<file path="config.mk">
export PLATFORM = sky130hd
export DESIGN_NAME = uart_tx
export DESIGN_NICKNAME = d
export VERILOG_FILES = /design/src/rtl/uart_pkg.sv /design/src/rtl/uart_tx.sv
export SDC_FILE = /design/constraint.sdc
export NUM_CORES = 1
export LEC_CHECK = 0
export ABC_AREA = 1
export BUFFER_PORTS_ARGS = -buffer_cell sky130_fd_sc_hd__buf_2
export CAP_MARGIN = 10
export CELL_PAD_IN_SITES_DETAIL_PLACEMENT = 1
export CELL_PAD_IN_SITES_GLOBAL_PLACEMENT = 1
export CORE_UTILIZATION = 43
export DETAILED_ROUTE_END_ITERATION = 12
export GPL_TIMING_DRIVEN = 1
export PLACE_DENSITY_LB_ADDON = 0.15
export SLEW_MARGIN = 20
export SYNTH_ARGS = -nofsm -noshare
export SYNTH_HDL_FRONTEND = slang
export SYNTH_SLANG_ARGS = --single-unit
</file>
<file path="constraint.sdc">
create_clock -name i_clk -period 2.45 [get_ports i_clk]
set_input_delay 0.1225 -clock i_clk [delete_from_list [all_inputs] [get_ports i_clk]]
set_output_delay 0.1225 -clock i_clk [all_outputs]
set_load 0.03 [all_outputs]
</file>
<file path="src/rtl/uart_pkg.sv">
// uart_pkg: shared UART state encoding, frame defaults and parity helper.
// UART_TX_PARITY_EN adds the PARITY state and widens the state register to 3 bits.
package uart_pkg;
    localparam int DBIT_DEF    = 8;
    localparam int SB_TICK_DEF = 16;
    localparam int OVERSAMPLE  = 16;
`ifdef UART_TX_PARITY_EN
    localparam int SW = 3;
`else
    localparam int SW = 2;
`endif
    typedef enum logic [SW-1:0] {
        IDLE,
        START,
        DATA,
        STOP
`ifdef UART_TX_PARITY_EN
        , PARITY
`endif
    } state_t;

    // Narrower words are zero-extended, which leaves the XOR unchanged.
    function automatic logic even_parity(input logic [7:0] d);
        return ^d;
    endfunction
endpackage

</file>
<file path="src/rtl/uart_tx.sv">
// uart_tx: start + DBIT data bits (LSB first) + stop interval, 16 ticks per bit.
// UART_TX_PARITY_EN inserts an even-parity bit between data and stop.
module uart_tx
    import uart_pkg::*;
#(
    parameter int DBIT    = DBIT_DEF,
    parameter int SB_TICK = SB_TICK_DEF
) (
    input  logic            i_clk,
    input  logic            i_reset_n,
    input  logic            i_tx_start,
    input  logic            i_s_tick,
    input  logic [DBIT-1:0] i_din,
    output logic            o_tx,
    output logic            o_tx_done_tick,
    output logic            o_busy
);
    localparam logic [4:0] BIT_LAST  = 5'(OVERSAMPLE - 1);
    localparam logic [4:0] STOP_LAST = 5'(SB_TICK - 1);
    localparam logic [2:0] N_LAST    = 3'(DBIT - 1);

    state_t          state_reg, state_next;
    logic [4:0]      s_reg, s_next;
    logic [2:0]      n_reg, n_next;
    logic [DBIT-1:0] b_reg, b_next;
    logic            tx_reg, tx_next;
`ifdef UART_TX_PARITY_EN
    logic            p_reg, p_next;
`endif

    always_ff @(posedge i_clk) begin
        if (!i_reset_n) begin
            state_reg <= IDLE;
            s_reg     <= '0;
            n_reg     <= '0;
            b_reg     <= '0;
            tx_reg    <= 1'b1;
`ifdef UART_TX_PARITY_EN
            p_reg     <= 1'b0;
`endif
        end else begin
            state_reg <= state_next;
            s_reg     <= s_next;
            n_reg     <= n_next;
            b_reg     <= b_next;
            tx_reg    <= tx_next;
`ifdef UART_TX_PARITY_EN
            p_reg     <= p_next;
`endif
        end
    end

    always_comb begin
        state_next = state_reg;
        s_next     = s_reg;
        n_next     = n_reg;
        b_next     = b_reg;
`ifdef UART_TX_PARITY_EN
        p_next     = p_reg;
`endif
        case (state_reg)
            IDLE:
                if (i_tx_start) begin
                    state_next = START;
                    s_next     = '0;
                    b_next     = i_din;
`ifdef UART_TX_PARITY_EN
                    p_next     = even_parity(8'(i_din));
`endif
                end
            START:
                if (i_s_tick) begin
                    if (s_reg == BIT_LAST) begin
                        state_next = DATA;
                        s_next     = '0;
                        n_next     = '0;
                    end else
                        s_next = s_reg + 5'd1;
                end
            DATA:
                if (i_s_tick) begin
                    if (s_reg == BIT_LAST) begin
                        s_next = '0;
                        b_next = b_reg >> 1;
                        if (n_reg == N_LAST)
`ifdef UART_TX_PARITY_EN
                            state_next = PARITY;
`else
                            state_next = STOP;
`endif
                        else
                            n_next = n_reg + 3'd1;
                    end else
                        s_next = s_reg + 5'd1;
                end
`ifdef UART_TX_PARITY_EN
            PARITY:
                if (i_s_tick) begin
                    if (s_reg == BIT_LAST) begin
                        state_next = STOP;
                        s_next     = '0;
                    end else
                        s_next = s_reg + 5'd1;
                end
`endif
            STOP:
                if (i_s_tick) begin
                    if (s_reg == STOP_LAST)
                        state_next = IDLE;
                    else
                        s_next = s_reg + 5'd1;
                end
            default: state_next = IDLE;
        endcase
    end

    always_comb begin
        tx_next        = 1'b1;
        o_tx_done_tick = 1'b0;
        case (state_reg)
            START: tx_next = 1'b0;
            DATA:  tx_next = b_reg[0];
`ifdef UART_TX_PARITY_EN
            PARITY: tx_next = p_reg;
`endif
            STOP:  o_tx_done_tick = i_s_tick && (s_reg == STOP_LAST);
            default: tx_next = 1'b1;
        endcase
    end

    assign o_busy = state_reg != IDLE;
    assign o_tx   = tx_reg;
endmodule

</file>
# Yosys cells after proc, flatten, opt, wreduce, memory -nomap -nowiden
# Index checks and enable logic that the tools add are counted.
dict set report word_totals {
  register_bits 19
  latch_bits 0
  ram_bits 0
  romBits 0
  out_inout_bits 3
  elab_cells 60
  n_memories 0
}
dict set report op_classes {
  n_addsub 2
  multipliers 0
  div_mod_pow 0
  n_lt_le_gt_ge 0
  n_eq_ne 16
  shift 0
  muxes 27
  n_bitwise 0
  reduce_logical 10
}
# cell n
set ops {}
lappend ops {{$mux W5} 5}
lappend ops {{$mux W8} 3}
lappend ops {{$ne A2 B2 Y1 const B} 10}
lappend ops {{$mux W2} 8}
lappend ops {{$pmux W8 S2} 1}
lappend ops {{$mux W3} 5}
lappend ops {{$pmux W5 S3} 1}
lappend ops {{$pmux W2 S4} 1}
lappend ops {{$reduce_and A4 Y1} 2}
lappend ops {{$reduce_and A8 Y1} 1}
lappend ops {{$pmux W3 S2} 1}
lappend ops {{$reduce_and A6 Y1} 1}
lappend ops {{$reduce_bool A2 Y1} 3}
lappend ops {{$add A5 B1 Y5 const B} 1}
lappend ops {{$eq A5 B4 Y1 const B} 1}
lappend ops {{$eq A2 B2 Y1 const B} 2}
lappend ops {{$add A3 B1 Y3 const B} 1}
lappend ops {{$eq A3 B3 Y1 const B} 1}
lappend ops {{$eq A2 B1 Y1 const B} 1}
lappend ops {{$logic_not A2 Y1} 1}
lappend ops {{$ne A2 B1 Y1 const B} 1}
lappend ops {{$pmux W1 S2} 1}
lappend ops {{$reduce_or A2 Y1} 1}
lappend ops {{$logic_and A1 B1 Y1} 1}
lappend ops {{$mux W1} 1}

# Logic depth before layout (Yosys ltp)
# Gate-level depths: netlist of run 1.
dict set report depth {
  word_depth 5
  depth_mapped 9
  depth_no_buf 9
}

# Worst setup path after synthesis of run 1
# No wires, ideal clock.
dict set report synth_path {
  kind {reg2reg}
  start {reg state_reg[0]}
  end {reg s_reg[3]}
  arrival_time_ps 1447
  required_ps 2378
  slack_ps 930
  path_stages_with_launch 10
  period_less_slack_ps 1520
  cell_sequence {dfxtp_1 inv_1 ha_1 nor2_1 nor2_1 nor2_1 nand2_2 nor2_2 nand2_1 a21oi_1}
}
dict set report synth_via {
  elab_chain_cells 4
  elab_cells_between_ends 11
  cone_classes {eq/ne (7); mux (1); reduce/logical (3)}
}
# element line_no
set synth_lines {}
lappend synth_lines {{start, declared} uart_tx.sv:22} ;# state_t state_reg, state_next;
lappend synth_lines {{start signal, assigned} uart_tx.sv:42} ;# state_reg <= state_next;
lappend synth_lines {{$eq A2 B2 Y1 or $eq A2 B1 Y1 (tied branches)} uart_tx.sv:61} ;# case (state_reg)
lappend synth_lines {{$reduce_or A2 Y1 (no source line)} -}
lappend synth_lines {{$ne A2 B1 Y1 (no source line)} -}
lappend synth_lines {{$reduce_and A4 Y1 (no source line)} -}
lappend synth_lines {{end signal, assigned} uart_tx.sv:43} ;# s_reg <= s_next;
lappend synth_lines {{end, declared} uart_tx.sv:23} ;# logic [4:0] s_reg, s_next;
# Parallel ways exist; a longest one is shown, timed or not.
# A chain may end at the register's enable or synchronous reset.

# Worst setup path in the final report of run 1
dict set report layout_path {
  start {reg state_reg[0]}
  end {reg b_reg[2]}
}
dict set report layout_via {
  elab_chain_cells 3
  elab_cells_between_ends 8
  cone_classes {eq/ne (4); mux (1); reduce/logical (3)}
}
# element line_no
set layout_lines {}
lappend layout_lines {{$eq A2 B2 Y1 or $logic_not A2 Y1 (tied branches)} uart_tx.sv:61}
lappend layout_lines {{$ne A2 B2 Y1 (no source line) or $reduce_bool A2 Y1 (tied branches)} -}
lappend layout_lines {{$reduce_and A4 Y1 (no source line)} -}
lappend layout_lines {{end signal, assigned} uart_tx.sv:45} ;# b_reg <= b_next;
lappend layout_lines {{end, declared} uart_tx.sv:25} ;# logic [DBIT-1:0] b_reg, b_next;
# Parallel ways exist; a longest one is shown, timed or not.

==> results of run 1 <==
[cell families (layout without fill, tap and decap cells)]
kind of cell / after synthesis / after routing / share of synthesized area
simple gates: 104 / 104 / 0.3955
fa+ha+maj: 9 / 9 / 0.09544
flops: 19 / 19 / 0.3224
buf+inv: 27 / 42 / 0.09120
compound gates: 20 / 20 / 0.09545
[power groups by stage]
| stage | Combinational [uW] | Sequential [uW] | Clock [uW] |
|---|---|---|---|
| 6_report | 663 | 442 | 165 |
| 3_3_place_gp | 630 | 443 | 0 |
| 3_5_place_dp | 665 | 449 | 0 |
| 2_1_floorplan | 504 | 441 | 0 |
| 4_1_cts | 668 | 441 | 170 |
| 5_1_grt | 745 | 449 | 185 |
[metal layers]
metal | vias up | wire, um | track usage
met5 | - | 0 | 0
met4 | 0 | 13 | 0.05128
met3 | 2 | 100 | 0.04167
met2 | 21 | 1470 | 0.3902
met1 | 537 | 1501 | 0.3059
li1 | 600 | - | -
[through the flow]
stage	cell area [um^2]	setup slack, ps	hold slack, ps
floorplan	1180	930.4	294.6
global placement	1270	699.6	457.6
detailed placement	1270	517.2	458.5
CTS	1297	501.0	123.5
global route	1297	372.7	134.4
finish	1297	533.9	140.4
[worst reg2reg max path, delay by kind of cell, from the launching register on]
kind / cells / cell delay (ps)
flops: 1 / 350
fa+ha+maj: 1 / 490
simple gates: 2 / 210
compound gates: 2 / 360
buf+inv: 3 / 440
[placed cells by master, fill, tap and decap left out, types with 2 or more instances in the layout]
cell type,n
a21oi_1,10
buf_2,14
clkbuf_4,3
dfxtp_1,19
ha_1,9
inv_1,21
inv_2,2
nand2_1,55
nand2_2,5
nand3_1,7
nand4_1,9
nor2_1,20
nor2_2,4
o21ai_0,2
o21ai_1,3
[layout make-up]
cell class | count | area (um^2) | share of cell area
Sequential cell | 19 | 380.4 | 0.2932
Clock buffer | 3 | 22.52 | 0.01736
Clock inverter | 1 | 5.005 | 0.003857
Timing Repair Buffer | 14 | 70.07 | 0.05400
Tap cell | 30 | 37.54 | 0.02893
Multi-Input combinational cell | 133 | 691.9 | 0.5333
Inverter | 24 | 90.09 | 0.06943
[final timing paths]
kind / from / slack (ps) / cells after the start / end
max: state_reg[0]$_SDFFE_PN0P_ / 530 / 8 / b_reg[2]$_SDFFE_PN0P_
min: i_din[7] / 140 / 3 / b_reg[7]$_SDFFE_PN0P_
max reg2reg: state_reg[0]$_SDFFE_PN0P_ / 530 / 8 / b_reg[2]$_SDFFE_PN0P_
min reg2reg: s_reg[3]$_SDFFE_PN0P_ / 500 / 2 / s_reg[3]$_SDFFE_PN0P_
==> summary.md, run 1 <==
| Metric | Value |
|---|---|
| Outcome | completed |
| Routability cong. | 0.8140 |
| Max-cap violations | 0 |
| Hold Path Class | in2reg |
| Post-synth top flop | dfxtp_1 |
| Flops & latches, synth | 19 |
| Filler Cell Count | 370 |
| Peak supply drop | 0.4976 mV |
| DRC violations left | 0 |
| Clock-pin slew on the worst setup and hold paths | ~120 ps |
| Final ANT Viol Nets | 0 |
| Placed Cells | 220 |
| DR vias | 1160 |
| Antenna cells | 0 |
| Setup violators final | 0 |
| # resized after CTS | 0 |
| Number of buffers on the longest clock path | 2 |
| RSZ-0062 raised after global routing | false |
| Die height | roughly 54 um |
| Final hold violation count | 0 |
| Dpl hpwl | 2.559 mm |
| Die area | 0.002957 mm^2 |
| CP Launch Type | flip-flop |
| Crit-path cells | inv_1, ha_1, inv_2, o21ai_1, inv_2, nand3_4, nand2_1, a21oi_1 |
| Power Density | 979.0 mW/mm^2 |
| Fin. max-slew vios | 0 |
| Seq/Total Area, Yosys | 0.3224 |
| Syn Area/Cell | between 6 and 7 um^2 |
| Worst Path Class, Setup | reg2reg |
| Grt ovf | 0 |
| Max reg flops | 8 |
| CP max FO | 14 |
| Top cell family by delay on the critical path | adder cells |
| Crit path buf inv count | 3 |
| Top-level port count | 15 |
| CP Capture Type | flip-flop |
| Net Sw Frac | 0.4778 |
| Antenna violations before repair | 0 |
| Largest net degree at the start of global routing | 15 |
| Crit-path slowest cell | ha_1 |
| WL/cell | around 14 um |
| Non-filler cells, final | approximately 220 |
| Num rows | 18 |
| Clock share of power | 0.130 |
| Sequential share of power | 0.348 |
| Ys Warns | 0 |
| Synthesized area | 0.001180 mm^2 |
| Vias in the first global route | between 1000 and 1500 |
| Critical Path RT | ~2700 ps |
| Initial core utilization | 0.4636 |
| Slew @ Worst Pin | approximately 510 ps |
| Syn Nets | 200 |
| Max-slew headroom | 0.6592 |
| Post-synth top area share | 0.3224 |
| FMAX | 521.9 MHz |
| WL final | 3.087 mm |
| Total power | ~1300 uW |
| Via density | between 5 and 6 |
| Leak Pwr | 0.0006073 uW |
| Int Pwr | about 660 uW |
| Post-layout net count | between 200 and 250 |
| Die X | about 54 um |
| Comb pwr share | 0.522 |
| Area contributors post-synth | dfxtp_1 32%, nand2_1 17%, ha_1 9.5%, inv_1 6.7%, nor2_1 6.4% |
| H-tree Lvls | 1 |
| Clock sink total | 19 |
| Share of cells above drive strength 1 | 0.1649 |
| Clock Latency Late Sink | 300 ps |
| Gr usage total | 0.2325 |
| Area Overhead vs Synth | 9.968% |
| Placeable Area | ~0.0025 mm^2 |
| Count leader, synth | nand2_1 |
| Postcts setup bufs | 0 |
| Hold Buf Count CTS | 0 |
| Async set or reset register ratio after synthesis | 0 |
| 1st-pass router iterations | 4 |
| Cts bufs inserted | 3 |
| Core Util, Final | 0.5098 |
| Post-Syn Instances | ~180 |
| Detailed Route Iter0 Violations | 27 |
| Global-route wire length before repair | between 4 and 5 mm |
| Fin Setup TNS | 0 ps |
| Count of cell types in the netlist | 25 |
| Tcrit/Tclk final | 0.7821 |
| Post-synth EDFFs | 0 |
| Clock root cell | clkbuf_4 |
| Peak per-stage delay on the critical path | ~490 ps |
| Synth area leader | dfxtp_1 |
| Min Clock Period, post-route | 1916 ps |
| Max Clock Skew | between 8 and 9 ps |
| Post-synth top cells | 55 x nand2_1, 21 x inv_1, 20 x nor2_1 |
| Most used cell, CP | inv_2 |
| PortBufs | 14 |
| Crit path DAT | ~2200 ps |
| CTS tree | yes |
| NetSw | about 610 uW |
No activity file was read; power rests on OpenSTA's default activity.
==> run 2: changes to the inputs <==
--- a/config.mk
+++ b/config.mk
@@ -10,7 +10,7 @@
 export CAP_MARGIN = 10
 export CELL_PAD_IN_SITES_DETAIL_PLACEMENT = 1
 export CELL_PAD_IN_SITES_GLOBAL_PLACEMENT = 1
-export CORE_UTILIZATION = 43
+export CORE_UTILIZATION = 36
 export DETAILED_ROUTE_END_ITERATION = 12
 export GPL_TIMING_DRIVEN = 1
 export PLACE_DENSITY_LB_ADDON = 0.15
==> constraint.sdc (replaced) <==
create_clock -name i_clk -period 1.6 [get_ports i_clk]
set_input_delay 0.08 -clock i_clk [delete_from_list [all_inputs] [get_ports i_clk]]
set_output_delay 0.08 -clock i_clk [all_outputs]
set_load 0.03 [all_outputs]
==> run 2 against run 1 <==
Net effect:
- setup slack got worse by 500 ps
- die area increased by 19%
- clock-buffer cell count unchanged
- final area increased by 14%
- critical path depth decreased by 2
- sequential cell count unchanged
- register-to-register slack got worse by 450 ps
- combinational power increased by 87%
- routed wire length decreased by 0.94%
- core utilization decreased by 2.8 points
- clock power increased by 58%
- critical path type is now reg2out
- largest cell class unchanged
==> summary.md, run 2 (synthesized netlist as in run 1, its figures left out) <==
| Metric | Value |
|---|---|
| Placeable Area | 0.003078 mm^2 (+21%) |
| Commonest non-fill, non-tap cell in the layout | nand2_1 |
| Commonest non-fill, non-tap cells in the layout | 54 x nand2_1, 19 x inv_1, 18 x nor2_1, 16 x dfxtp_1, 13 x buf_2 |
| Global Route met2 Usage | 0.3114 (-0.07885) |
| Max reg flops | 8 (unchanged) |
| PortBufs | 14 (unchanged) |
| Setup violators final | 0 (unchanged) |
| Outcome | completed |
| Hold Buf Count CTS | 0 (unchanged) |
| Dpl hpwl | 2.276 mm (-11%) |
| Clock Latency Late Sink | 310 ps (about the same) |
| Leak Pwr | 0.0006826 uW (+12%) |
| Min Clock Period, post-route | between 1500 and 2000 ps |
| Fin Setup TNS | 0 ps (unchanged) |
| Finished Cell Area | 0.001484 mm^2 (+14%) |
| CTS tree | yes |
| CP Launch Type | flip-flop |
| DRC violations left | 0 (unchanged) |
| Slew @ Worst Pin | 326.1 ps (-185.1 ps) |
| Max-slew headroom | 0.7812 (+0.1221) |
| Post-layout net count | 228 (+5.6%) |
| Share of cells above drive strength 1 | 0.2864 (+0.1215) |
| Initial core utilization | 0.3833 (-0.08029) |
| Area Overhead vs Synth | 25.77% |
| Num rows | 20 (+2) |
| Final hold violation count | 0 (unchanged) |
| RSZ-0062 raised after global routing | true |
| Die height | 59.25 um (+9.0%) |
| Global-route wire length before repair | 5.016 mm (+2.7%) |
| CP Capture Type | output pin |
| Largest net degree at the start of global routing | 12 (-3) |
| Core Util, Final | 0.4821 (-0.02772) |
| Max-cap violations | 0 (unchanged) |
| Antenna violations before repair | 0 (unchanged) |
| Detailed Route Iter0 Violations | 33 (+22%) |
| Final ANT Viol Nets | 0 (unchanged) |
| FMAX | between 600 and 700 MHz |
| Met1 GRT Util | 0.2560 (-0.04989) |
| H-tree Lvls | 1 (unchanged) |
| Worst Path Class, Setup | reg2out |
| Crit path DAT | 1480 ps (-670 ps) |
| 1st-pass router iterations | 4 (unchanged) |
| Critical Path RT | 1520 ps (-1160 ps) |
| Die area | 0.003511 mm^2 (+19%) |
| Power Density | 1454 mW/mm^2 (+48%) |
| Met3 GRT Util | 0.01965 (-0.02202) |
| Top cell family by delay on the critical path | simple AND/OR/NAND/NOR gates |
| CP max FO | 4 (-10) |
| Top-level port count | 15 (unchanged) |
| Gr usage total | 0.1886 (-0.04385) |
| WL/cell | 12.23 um (-11%) |
| Number of buffers on the longest clock path | 2 (unchanged) |
| Crit path buf inv count | 1 (-2) |
| Total power | 2157 uW (+70%) |
| Die X | 59.25 um (+9.0%) |
| Max Clock Skew | 3.468 ps (-5.471 ps) |
| Peak supply drop | 0.5642 mV (+13%) |
| Via density | 4.700 (-9.2%) |
| DR vias | 1175 (+1.3%) |
| GR peak layer | met2 |
| WL final | 3.058 mm (-0.94%) |
| Crit-path slowest cell | dfxtp_2 |
| Cts bufs inserted | 3 (unchanged) |
| Hold_ws | 41.05 ps (-99.38 ps) |
| Vias in the first global route | 1115 (+2.9%) |
| Fin. max-slew vios | 0 (unchanged) |
| Peak per-stage delay on the critical path | 370 ps (-120 ps) |
| Clock-pin slew on the worst setup and hold paths | 120 ps (about the same) |
| Tcrit/Tclk final | 0.9772 |
| Clock sink total | 19 (unchanged) |
| Crit-path cells | ha_4, nand2_4, nor3_4, nand2_2, nor2_1, buf_4 |
| Routability cong. | 0.7840 (-3.7%) |
| Hold Path Class | in2reg |
| Clock root cell | clkbuf_4 |
| Grt ovf | 0 (unchanged) |
| Antenna cells | 0 (unchanged) |
| Cell Area, Placed | 0.001355 mm^2 (+6.7%) |
-- run 2: final timing paths --
check	endpoint	start	cells after the start	slack [ps]
worst max register to register	state_reg[0]$_SDFFE_PN0P_	state_reg[0]$_SDFFE_PN0P_	8	80
worst min-delay path	b_reg[7]$_SDFFE_PN0P_	i_din[7]	3	40
worst min register to register	b_reg[7]$_SDFFE_PN0P_	b_reg[7]$_SDFFE_PN0P_	2	480
worst max-delay path	o_tx_done_tick	s_reg[0]$_SDFFE_PN0P_	6	40
-- run 2: routing by layer --
layer  vias up  wire (um)
met5         -          0
met4         0         37
met3         4         43
met2         7       1488
met1       539       1488
li1        625          -
-- run 2: through the flow --
| stage | setup slack (ps) | cells |
|---|---|---|
| global route | -74.12 | 250 |
| floorplan | 80.44 | 179 |
| global placement | 57.49 | 243 |
| finish | 36.54 | 250 |
| detailed placement | -30.25 | 243 |
| CTS | 15.01 | 247 |
-- run 2: power breakdown --
group          leakage (uW)  internal [uW]  switching [uW]
Clock             0.0000177           93.4             167
Sequential         0.000156            594            58.8
Combinational      0.000509            483             761
Total              0.000683           1170             987
-- run 2: timing repair --
item	CTS	global route
resized for setup	6	15
endpoints found under the setup margin	5	17
cloned	0	1
buffers inserted	0	2
pin swaps	1	6
-- run 2: area by class of cell --
| class | count | area, um^2 |
|---|---|---|
| fillers | 422 | 1594 |
| multi-input cells | 134 | 772.0 |
| flip-flops and latches | 19 | 384.1 |
| repair buffers | 25 | 155.1 |
| well taps | 44 | 55.05 |
| clock buffers | 3 | 22.52 |
| inverters | 24 | 90.09 |
| clock inverters | 1 | 5.005 |
-- run 2: tightest hold or removal path, stage by stage --
cell and delay [ps]:
buf_2 100, nand4_1 80, a21oi_1 60
